$ cat config.mk
export PLATFORM = sky130hd
export DESIGN_NAME = sd_seq_mon_flat
export DESIGN_NICKNAME = d
export VERILOG_FILES = /design/src/rtl/sd_seq_mon_if.sv /design/src/rtl/sd_seq_mon.sv /design/src/flat_wrapper.sv
export SDC_FILE = /design/constraint.sdc
export NUM_CORES = 1
export LEC_CHECK = 0
export ABC_AREA = 1
export CAP_MARGIN = 20
export CELL_PAD_IN_SITES_DETAIL_PLACEMENT = 0
export CELL_PAD_IN_SITES_GLOBAL_PLACEMENT = 1
export CORE_ASPECT_RATIO = 0.75
export CORE_MARGIN = 3
export CORE_UTILIZATION = 39
export CTS_BUF_LIST = sky130_fd_sc_hd__clkbuf_4
export CTS_CLUSTER_DIAMETER = 120
export CTS_CLUSTER_SIZE = 16
export DETAILED_ROUTE_END_ITERATION = 8
export PLACE_DENSITY_LB_ADDON = 0.12
export SLEW_MARGIN = 20
export SYNTH_ARGS = -nofsm -noshare
export SYNTH_HDL_FRONTEND = slang
export SYNTH_SLANG_ARGS = --single-unit
$ cat constraint.sdc
create_clock -name clk -period 2.7 [get_ports clk]
set_input_delay 0.54 -clock clk [delete_from_list [all_inputs] [get_ports clk]]
set_output_delay 0.54 -clock clk [all_outputs]
set_load 0.005 [all_outputs]
$ cat src/rtl/sd_seq_mon_if.sv
// Stream channel into the sequence monitor: srdy/drdy handshake plus data word.
interface sd_seq_mon_if #(
  parameter int width = 16
) ();
  logic             c_srdy;
  logic             c_drdy;
  logic [width-1:0] c_data;

  // Producer side drives valid and data and observes ready.
  modport master (output c_srdy, output c_data, input c_drdy);
  // Monitor side observes valid and data and drives ready.
  modport slave  (input c_srdy, input c_data, output c_drdy);
endinterface

$ cat src/rtl/sd_seq_mon.sv
// Stream sequence monitor: throttles its upstream with a rotating ready
// pattern, checks accepted words form a +1 sequence and keeps saturating
// transfer/error statistics.
module sd_seq_mon #(
  parameter int width      = 16,
  parameter int cnt_width  = 16,
  parameter bit sync_first = 1'b0
) (
  input  logic                 clk,
  input  logic                 reset,
  sd_seq_mon_if.slave          c,
  input  logic [7:0]           drdy_pat,
  input  logic                 clear,
  output logic                 err_flag,
  output logic [cnt_width-1:0] err_count,
  output logic [cnt_width-1:0] xfer_count,
  output logic [width-1:0]     last_seq
);

  typedef enum logic [1:0] {
    IDLE = 2'd0,
    RUN  = 2'd1,
    ERR  = 2'd2
  } state_e;

  localparam logic [cnt_width-1:0] cnt_one  = cnt_width'(1);
  localparam logic [width-1:0]     data_one = width'(1);

  state_e               state_q, state_d;
  logic [2:0]           pat_ptr_q;
  logic                 drdy_q;
  logic [width-1:0]     exp_q, exp_d;
  logic [width-1:0]     last_q, last_d;
  logic [cnt_width-1:0] err_cnt_q, err_cnt_d;
  logic [cnt_width-1:0] xfer_cnt_q, xfer_cnt_d;

  logic xfer;
  logic compare;
  logic mismatch;

  // Counters stick at all-ones instead of wrapping back to zero.
  function automatic logic [cnt_width-1:0] sat_inc(input logic [cnt_width-1:0] v);
    return (&v) ? v : v + cnt_one;
  endfunction

  // Ready comes only from a register, so it never depends on c_srdy/c_data.
  assign xfer     = c.c_srdy & drdy_q;
  // The first word after reset/clear only seeds the expectation when sync_first is set.
  assign compare  = !((state_q == IDLE) && sync_first);
  assign mismatch = compare && (c.c_data != exp_q);

  // Free-running pattern pointer and registered ready; clear leaves it alone.
  // NOTE: sequential state uses non-blocking assignments so every register
  // samples pre-edge values regardless of process evaluation order.
  always_ff @(posedge clk or posedge reset) begin
    if (reset) begin
      pat_ptr_q <= 3'd0;
      drdy_q    <= 1'b0;
    end else begin
      pat_ptr_q <= pat_ptr_q + 3'd1;
      drdy_q    <= drdy_pat[pat_ptr_q];
    end
  end

  // Statistics next-state: clear wins over a coincident transfer.
  // NOTE: every output of this block is defaulted first so no path leaves a
  // value unassigned, which would otherwise infer a latch.
  always_comb begin
    exp_d      = exp_q;
    last_d     = last_q;
    err_cnt_d  = err_cnt_q;
    xfer_cnt_d = xfer_cnt_q;
    if (clear) begin
      exp_d      = '0;
      last_d     = '0;
      err_cnt_d  = '0;
      xfer_cnt_d = '0;
    end else if (xfer) begin
      last_d     = c.c_data;
      xfer_cnt_d = sat_inc(xfer_cnt_q);
      // On a match c_data equals exp, so c_data+1 covers both the normal
      // advance and the resync after a discontinuity.
      exp_d      = c.c_data + data_one;
      if (mismatch) begin
        err_cnt_d = sat_inc(err_cnt_q);
      end
    end
  end

  // Statistics registers.
  always_ff @(posedge clk or posedge reset) begin
    if (reset) begin
      exp_q      <= '0;
      last_q     <= '0;
      err_cnt_q  <= '0;
      xfer_cnt_q <= '0;
    end else begin
      exp_q      <= exp_d;
      last_q     <= last_d;
      err_cnt_q  <= err_cnt_d;
      xfer_cnt_q <= xfer_cnt_d;
    end
  end

  // Sequence state register.
  always_ff @(posedge clk or posedge reset) begin
    if (reset) begin
      state_q <= IDLE;
    end else begin
      state_q <= state_d;
    end
  end

  // Sequence next-state: ERR is absorbing until clear or reset.
  always_comb begin
    state_d = state_q;
    if (clear) begin
      state_d = IDLE;
    end else if (xfer) begin
      case (state_q)
        IDLE:    state_d = mismatch ? ERR : RUN;
        RUN:     state_d = mismatch ? ERR : RUN;
        ERR:     state_d = ERR;
        default: state_d = IDLE;
      endcase
    end
  end

  // Sequence outputs: the sticky error flag is simply "in ERR".
  always_comb begin
    err_flag = (state_q == ERR);
  end

  assign c.c_drdy   = drdy_q;
  assign err_count  = err_cnt_q;
  assign xfer_count = xfer_cnt_q;
  assign last_seq   = last_q;

endmodule
$ cat src/flat_wrapper.sv
// flat-port wrapper written by rule: the top's interface ports become plain ports
module sd_seq_mon_flat 
#(
  parameter int width      = 16,
  parameter int cnt_width  = 16,
  parameter bit sync_first = 1'b0
)
  (clk, reset, drdy_pat, clear, err_flag, err_count, xfer_count, last_seq, c_c_srdy, c_c_data, c_c_drdy);
  sd_seq_mon_if #(.width(width)) c_i ();
  input  logic clk;
  input  logic reset;
  input  logic [7:0] drdy_pat;
  input  logic clear;
  output logic err_flag;
  output logic [cnt_width-1:0] err_count;
  output logic [cnt_width-1:0] xfer_count;
  output logic [width-1:0] last_seq;
  input wire logic [$bits(c_i.c_srdy)-1:0] c_c_srdy;
  input wire logic [$bits(c_i.c_data)-1:0] c_c_data;
  output wire logic [$bits(c_i.c_drdy)-1:0] c_c_drdy;
  assign c_i.c_srdy = c_c_srdy;
  assign c_i.c_data = c_c_data;
  assign c_c_drdy = c_i.c_drdy;
  sd_seq_mon #(.width(width), .cnt_width(cnt_width), .sync_first(sync_first)) u_core (.clk(clk), .reset(reset), .c(c_i), .drdy_pat(drdy_pat), .clear(clear), .err_flag(err_flag), .err_count(err_count), .xfer_count(xfer_count), .last_seq(last_seq));
endmodule
# After elaboration in Yosys (flattened, before gate mapping)
# Index checks and enable logic that the tools add are counted.
dict set report op_classes {
  addsub 4
  order_cmp 1
  eq_ne 5
  n_mux 17
  n_bitwise 1
  n_reduce_logical 8
}
# op n
set op_table {}
lappend op_table {{$mux W16} 11}
lappend op_table {{$add A16 B1 Y16 const B} 3}
lappend op_table {{$reduce_and A16 Y1} 2}
lappend op_table {{$ne A16 B16 Y1} 1}
lappend op_table {{$mux W2} 3}
lappend op_table {{$lt A3 B4 Y1 const B} 1}
lappend op_table {{$ne A2 B2 Y1 const B} 2}
lappend op_table {{$pmux W2 S2} 1}
lappend op_table {{$reduce_bool A2 Y1} 2}
lappend op_table {{$add A3 B1 Y3 const B} 1}
lappend op_table {{$bmux W1 S3} 1}
lappend op_table {{$reduce_and A3 Y1} 1}
lappend op_table {{$eq A2 B1 Y1 const B} 1}
lappend op_table {{$eq A2 B2 Y1 const B} 1}
lappend op_table {{$logic_not A2 Y1} 1}
lappend op_table {{$reduce_and A2 Y1} 1}
lappend op_table {{$reduce_or A2 Y1} 1}
lappend op_table {{$and A1 B1 Y1} 1}
lappend op_table {{$mux W1} 1}
dict set report word_totals {
  reg_bits 70
  input_bits 28
  out_inout_bits 50
  wordCells 43
}

# Depth between registers and ports, before layout
# Gate-level depths: netlist (run 1).
dict set report depth {
  word_depth 5
  ltp_mapped 11
  depth_no_buf 11
}

# Least setup slack after synthesis (run 1)
# OpenSTA, ideal clock, no wires.
dict set report synth_path {
  kind {register to register}
  from {register u_core.xfer_cnt_q[0] (netlist: u_core.xfer_count[0])}
  to {register u_core.xfer_cnt_q[7] (netlist: u_core.xfer_count[7])}
  setup_time_ns 0.118
  arrival_ns 1.482
  required_time_ns 2.582
  setup_slack_ns 1.099
  stages_incl_launch_ff 10
  path_buffers 1
  period_less_slack_ns 1.601
  cell_sequence {dfrtp_1 ha_1 inv_1 nor2_2 nand3_2 o21ai_4 inv_4 buf_6 nand4_2 o21ai_2}
}
dict set report synth_between {
  elab_chain_len 4
  elab_cells_between_ends 7
  classes_between {add/sub (1); eq/ne (1); mux (3); reduce/logical (2)}
}
# item line_no
set synth_lines {}
lappend synth_lines {{start, declared} sd_seq_mon.sv:35} ;# logic [cnt_width-1:0] xfer_cnt_q, xfer_cnt_d;
lappend synth_lines {{start signal, assigned} sd_seq_mon.sv:101} ;# xfer_cnt_q <= xfer_cnt_d;
lappend synth_lines {{$add A16 B1 Y16} sd_seq_mon.sv:43} ;# return (&v) ? v : v + cnt_one;
lappend synth_lines {{$mux W16} sd_seq_mon.sv:43}
lappend synth_lines {{$mux W16} sd_seq_mon.sv:78} ;# end else if (xfer) begin
lappend synth_lines {{$mux W16} sd_seq_mon.sv:73} ;# if (clear) begin
# Parallel ways exist; a longest one is shown, timed or not. The select of a mux whose other input is x is not followed.
# A chain may end at the register's enable or synchronous reset.

# Worst setup path after layout (run 1)
dict set report layout_path {
  from {register u_core.state_q[1]}
  to {output err_flag}
}
dict set report layout_between {
  elab_chain_len 1
}
# item line_no
set layout_lines {}
lappend layout_lines {{start, declared} sd_seq_mon.sv:29} ;# state_e state_q, state_d;
lappend layout_lines {{start signal, assigned} sd_seq_mon.sv:110} ;# state_q <= state_d;
lappend layout_lines {{$eq A2 B2 Y1} sd_seq_mon.sv:131} ;# err_flag = (state_q == ERR);
lappend layout_lines {{end, declared} flat_wrapper.sv:14} ;# output logic err_flag;
# Every way passes these cells.

==> results of run 1 <==
critical path, cell delays in order (launching register included):
cell             delay (ns)
dfrtp_1                0.37
inv_1                  0.07
nor2_1                 0.09
clkdlybuf4s50_1        0.54
layout make-up:
| cell class | instances | area [µm²] |
|---|---|---|
| Sequential cell | 70 | 1750 |
| Clock inverter | 3 | 12.5 |
| Timing Repair Buffer | 86 | 851 |
| Multi-Input combinational cell | 406 | 2010 |
| Inverter | 75 | 284 |
| Fill cell | 1005 | 4800 |
| Clock buffer | 12 | 90.1 |
| Tap cell | 132 | 165 |
cell families (layout without fill, tap and decap cells):
logic type                 Yosys count  in the layout
AOI/OAI and AO/OA                   65             65
buffers and inverters               88            176
adders and majority gates            4              4
and+or+nand+nor                    321            321
xor gates and xnor gates            15             15
DFF                                 70             70
muxes                                1              1
power groups by stage:
stage / Sequential (mW) / Clock (mW) / Combinational, mW
3_3_place_gp: 1.12 / 0 / 0.295
3_5_place_dp: 1.12 / 0 / 0.298
5_1_grt: 1.11 / 0.647 / 0.332
6_report: 1.10 / 0.577 / 0.294
4_1_cts: 1.10 / 0.602 / 0.299
2_1_floorplan: 1.12 / 0 / 0.153
per-layer routing:
metal / GRT usage (%) / vias up / part of all wire (%)
met5: 0 / - / 0
met3: 5.04 / 8 / 5.6
li1: - / 1992 / -
met2: 28.5 / 87 / 41
met4: 4.38 / 0 / 0.84
met1: 27.7 / 1812 / 53
synthesized netlist by cell type, drive strengths merged:
master	count
xor2	12
nand4	18
clkbuf	7
ha	4
nand3	47
inv	75
xnor2	3
o221ai	3
nor3b	1
o21ai	41
nor3	12
o32ai	5
mux2	1
dfrtp	70
o22ai	7
a21oi	3
nand2	173
nand3b	1
o31ai	3
o21bai	1
nor2	69
o211ai	2
buf	6
flip-flops by register name, indices dropped and copies added (netlist names):
register / flops
u_core.err_count: 16
u_core.state_q: 2
u_core.xfer_count: 16
u_core.pat_ptr_q: 3
u_core.last_seq: 16
u_core.exp_q: 16
u_core.c.c_drdy: 1
path summary, 6_finish.rpt:
kind / endpoint / slack (ns) / cells past startpoint
hold reg to reg: u_core.last_seq[13] / 0.49 / 2
setup / recovery: err_flag / 0.67 / 3
min in group asynchronous: u_core.xfer_count[4] / 0.50 / 3
setup reg to reg: u_core.xfer_count[15] / 0.72 / 8
max in group asynchronous: u_core.last_seq[3] / 1.88 / 3
hold / removal: u_core.last_seq[13] / 0.49 / 2
==> results_dict.tcl, run 1 <==
set metrics [dict create \
    status "completed" \
    yosys.area.top_type_share_pct 42.5 \
    drt-total-wl_um 10900 \
    synthAdderAreaFrac_pct 1.21 \
    p_sw_mw 0.559 \
    p_per_area_nw_per_um2 382 \
    clock-sinks 70 \
    holdWs_ns 0.493 \
    track_usage_pct 19.0 \
    ctsResizeCount 0 \
    drtIter0Drc 267 \
    layout.nets 680 \
    timing.rr.start "u_core.xfer_count[0]" \
    cts-hold-fix-buffers 0 \
    grt_pass1_vias 3696 \
    cts_max_level 3 \
    placed_area_um2 5060 \
    cp-end-kind "output port" \
    worst-slew-pin-transition_ns 0.476 \
    cts_tree "done" \
    synth_area_leaders "dfrtp_1, nand2_1, inv_1, nor2_1, nand3_1" \
    overflow 0 \
    fin_skew_ns 0.0190 \
    synth_top_family_by_area "simple AND/OR/NAND/NOR gates" \
    fin_util_pct 51.8 \
    coreArea_um2 9970 \
    ant_nets 0 \
    place_ws_ns 0.300 \
    clockRootBuffer "clkbuf_4" \
    p_total_mw 1.97 \
    startpoint "u_core.state_q[1]" \
    post-cts-setup-buffer-count 0 \
    seq_area_frac_synth_pct 42.5 \
    synth.distinct_cells 36 \
    min-delay-start "u_core.last_seq[13]" \
    stdcell_area_um2 5170 \
    power_frac_seq_pct 55.8 \
    die_w_um 125 \
    grt_max_degree 71 \
    viasPerCell 4.97 \
    muxShareOfSynthArea_pct 0.273 \
    start_util_pct 41.4 \
    fin_setup_tns_ns 0 \
    maxSlewHeadroom_pct 68.2 \
    peakVddDrop_v 0.000189 \
    leakage_nw 2.34 \
    fmax_mhz 493 \
    layout_commonest_cell "nand2_1" \
    synth.avg_cell_area_um2 7.31 \
    setup_viol 0 \
    cts_buffers 9 \
    ys_warn_count 0 \
    maxCapViolCount 0 \
    synthCells 564 \
    critPathKind "reg -> out" \
    synth_seq_cells 70 \
    maxSlewViolCount 0 \
    power_frac_comb_pct 14.9 \
    finalHoldViolCount 0 \
    clockBufferDepth 2 \
    clock_power_share_pct 29.3 \
    synth_nets 596 \
    antenna_found_initial 0 \
    vias 3899 \
    syn2layout_area_growth_pct 25.2 \
    syn_area_um2 4130 \
    setup_slack_ns 0.673 \
    fin_crit_sh_pct 75.1 \
    critPathLaunchType "register" \
    switching_share_pct 28.3 \
    std_cell_rows 31 \
    layout_common_cells "nand2_1, clkdlybuf4s50_1, dfrtp_1" \
    instances_no_fill 784 \
    period_minus_slack_ns 2.03 \
    yosys.area_share.simple_pct 34.1 \
    clk_latency_ns 0.43 \
    drc 0 \
    drive_above_1_share_pct 8.59 \
    antenna_cells 0 \
    p_int_mw 1.41 \
    portBuffers 77 \
    post_drt_wl_per_cell_um 13.9 \
    dp_cells 769 \
    min_path_type "reg -> reg" \
    drt-pass1-iter-count 5 \
    synth_xor_area_share_pct 3.18 \
    post-dp-hpwl_um 7770 \
    gp_congestion 0.832 \
    die_area_um2 11900 \
    cp.required_ns 2.16 \
    synth_compound_area_share_pct 10.0 \
    rsz0062_at_grt "false" \
    clkTransAtPathRegs_ns 0.11 \
    arrival_ns 1.49 \
    pin_count 78 \
    die_h_um 95.1 \
    critical_path.max_fanout 3 \
    synth_area_leader_cell "dfrtp_1" \
    grt_pass1_wl_um 18300 \
]
No activity file was read; power rests on OpenSTA's default activity.
==> run 2, diff against run 1 <==
==> constraint.sdc (replaced) <==
create_clock -name clk -period 1.95 [get_ports clk]
set_input_delay 0.39 -clock clk [delete_from_list [all_inputs] [get_ports clk]]
set_output_delay 0.39 -clock clk [all_outputs]
set_load 0.005 [all_outputs]
==> run 2 against run 1 <==
Against the previous run: register-to-register slack lost 0.58 ns; clock-buffer cell count is the same; flip-flop and latch count is the same; sequential power grew 38%; worst hold slack lost 0.26 ns; clock skew shrank 0.011 ns; critical endpoint is now err_count[10]; largest power group unchanged.
==> results_dict.tcl, run 2 (synthesis results as in run 1) <==
set metrics [dict create \
    status "completed" \
    timing.rr.start "u_core.xfer_count[1]" \
    leakage_nw 2.51 \
    coreArea_um2 9970 \
    worst_path_max_delay_cell "clkdlybuf4s50_1" \
    cts_max_level 3 \
    arrival_ns 1.49 \
    fin_setup_tns_ns 0 \
    die_h_um 95.1 \
    finalHoldViolCount 0 \
    period_minus_slack_ns 1.88 \
    drive_above_1_share_pct 13.0 \
    p_int_mw 1.99 \
    fin_crit_sh_pct 96.3 \
    overflow 0 \
    critPathLaunchType "register" \
    ant_nets 0 \
    cts-hold-fix-buffers 0 \
    track_usage_pct 20.0 \
    clockRootBuffer "clkbuf_4" \
    antenna_cells 0 \
    layout_common_cells "nand2_1, clkdlybuf4s50_1, dfrtp_1" \
    p_per_area_nw_per_um2 514 \
    instances_no_fill 816 \
    ctsResizeCount 0 \
    layout.nets 712 \
    switching_share_pct 28.6 \
    worstReg2RegEnd "u_core.xfer_count[11]" \
    fin_skew_ns 0.00797 \
    pin_count 78 \
    maxSlewViolCount 0 \
    worst-slew-pin-transition_ns 0.464 \
    r2r_slack_ns 0.14 \
    viasPerCell 4.95 \
    fmax_mhz 533 \
    seq_area_um2 1750 \
    clock_power_share_pct 29.0 \
    clockBufferDepth 2 \
    critPathKind "reg -> out" \
    gp_congestion 0.841 \
    max_stage_delay_ns 0.55 \
    drt-pass1-iter-count 4 \
    post_drt_wl_per_cell_um 14.0 \
    clk_latency_ns 0.44 \
    power_frac_comb_pct 16.5 \
    crit_chain "clkdlybuf4s50_1" \
    cp_top_family "buffers and inverters" \
    cp.required_ns 1.56 \
    multi_input_area_um2 2020 \
    die_area_um2 11900 \
    crit_buf_inv 1 \
    post-dp-hpwl_um 8320 \
    post-cts-setup-buffer-count 0 \
    start_util_pct 41.4 \
    clock-sinks 70 \
    portBuffers 77 \
    critical_path.max_fanout 6 \
    drc 0 \
    grt_pass1_wl_um 19200 \
    vias 4043 \
    syn2layout_area_growth_pct 31.8 \
    cts_tree "done" \
    rsz0062_at_grt "false" \
    min_path_type "in -> async" \
    cp-end-kind "output port" \
    maxSlewHeadroom_pct 69.0 \
    setup_viol 0 \
    cts_buffers 9 \
    top_layer "met4" \
    maxCapViolCount 0 \
    layout_commonest_cell "nand2_1" \
    grt_max_degree 50 \
    std_cell_rows 31 \
    peakVddDrop_v 0.000322 \
    antenna_found_initial 0 \
    clkTransAtPathRegs_ns 0.11 \
    met2_wirelength_um 4780 \
    p_sw_mw 0.799 \
    drtIter0Drc 254 \
    reg2reg_depth 9 \
    grt_pass1_vias 3937 \
    drt-total-wl_um 11400 \
    power_frac_seq_pct 54.5 \
    fillers 980 \
    met1_length_um 5990 \
    dp_cells 801 \
    die_w_um 125 \
    routed-wl-met3_um 490 \
]
run 2: cell types whose count changed in the layout (fill, tap and decap cells not counted):
| cell | change |
|---|---|
| clkinvlp_4 | +1 |
| nor2_2 | -1 |
| nand3_1 | -1 |
| dlymetal6s2s_1 | +1 |
| buf_12 | +1 |
| nor2_4 | +1 |
| clkdlybuf4s50_1 | -1 |
| nand3_2 | +1 |
| buf_4 | +31 |
| inv_2 | -1 |
run 2: layout make-up:
cell class | count | area share, %
inverter | 75 | 5.29
clock buffer | 12 | 1.66
timing repair buffer | 118 | 20.3
sequential | 70 | 32.2
clock inverter | 3 | 0.230
tap | 132 | 3.04
multi-input combinational | 406 | 37.2
run 2: worst max path at each step:
stage                                     from                     to  slack (ns)  depth (start not counted)
after floorplan           u_core.xfer_count[0]   u_core.xfer_count[7]        0.35                          9
after global placement             c_c_data[0]       u_core.exp_q[10]       -0.21                         10
after detailed placement           c_c_data[0]       u_core.exp_q[10]       -0.25                         10
after CTS                    u_core.state_q[1]               err_flag        0.02                          3
after global routing      u_core.xfer_count[1]  u_core.xfer_count[14]       0.006                          9
final                     u_core.err_count[10]          err_count[10]        0.07                          1
run 2: routing by layer:
metal	up-vias	track usage (%)
li1	2062	-
met5	-	0
met1	1898	29.0
met3	8	4.54
met4	0	5.93
met2	75	29.9
run 2: per-stage QoR:
stage,total power [mW],worst slack [ns],hold WS (ns),utilization [%],area (µm²)
floorplan,1.76,0.349,0.450,-,4130
global placement,2.00,-0.206,0.465,53.4,5320
detailed placement,2.01,-0.247,0.473,53.4,5320
CTS,2.83,0.0153,0.220,54.4,5420
global route,2.94,0.00634,0.241,54.5,5440
finish,2.79,0.0728,0.234,54.5,5440
run 2: power by group through the flow:
stage	Clock (mW)	Combinational [mW]	Sequential [mW]
4_1_cts	0.847	0.465	1.52
5_1_grt	0.895	0.513	1.53
2_1_floorplan	0	0.213	1.55
3_3_place_gp	0	0.454	1.55
6_report	0.811	0.460	1.52
3_5_place_dp	0	0.463	1.55
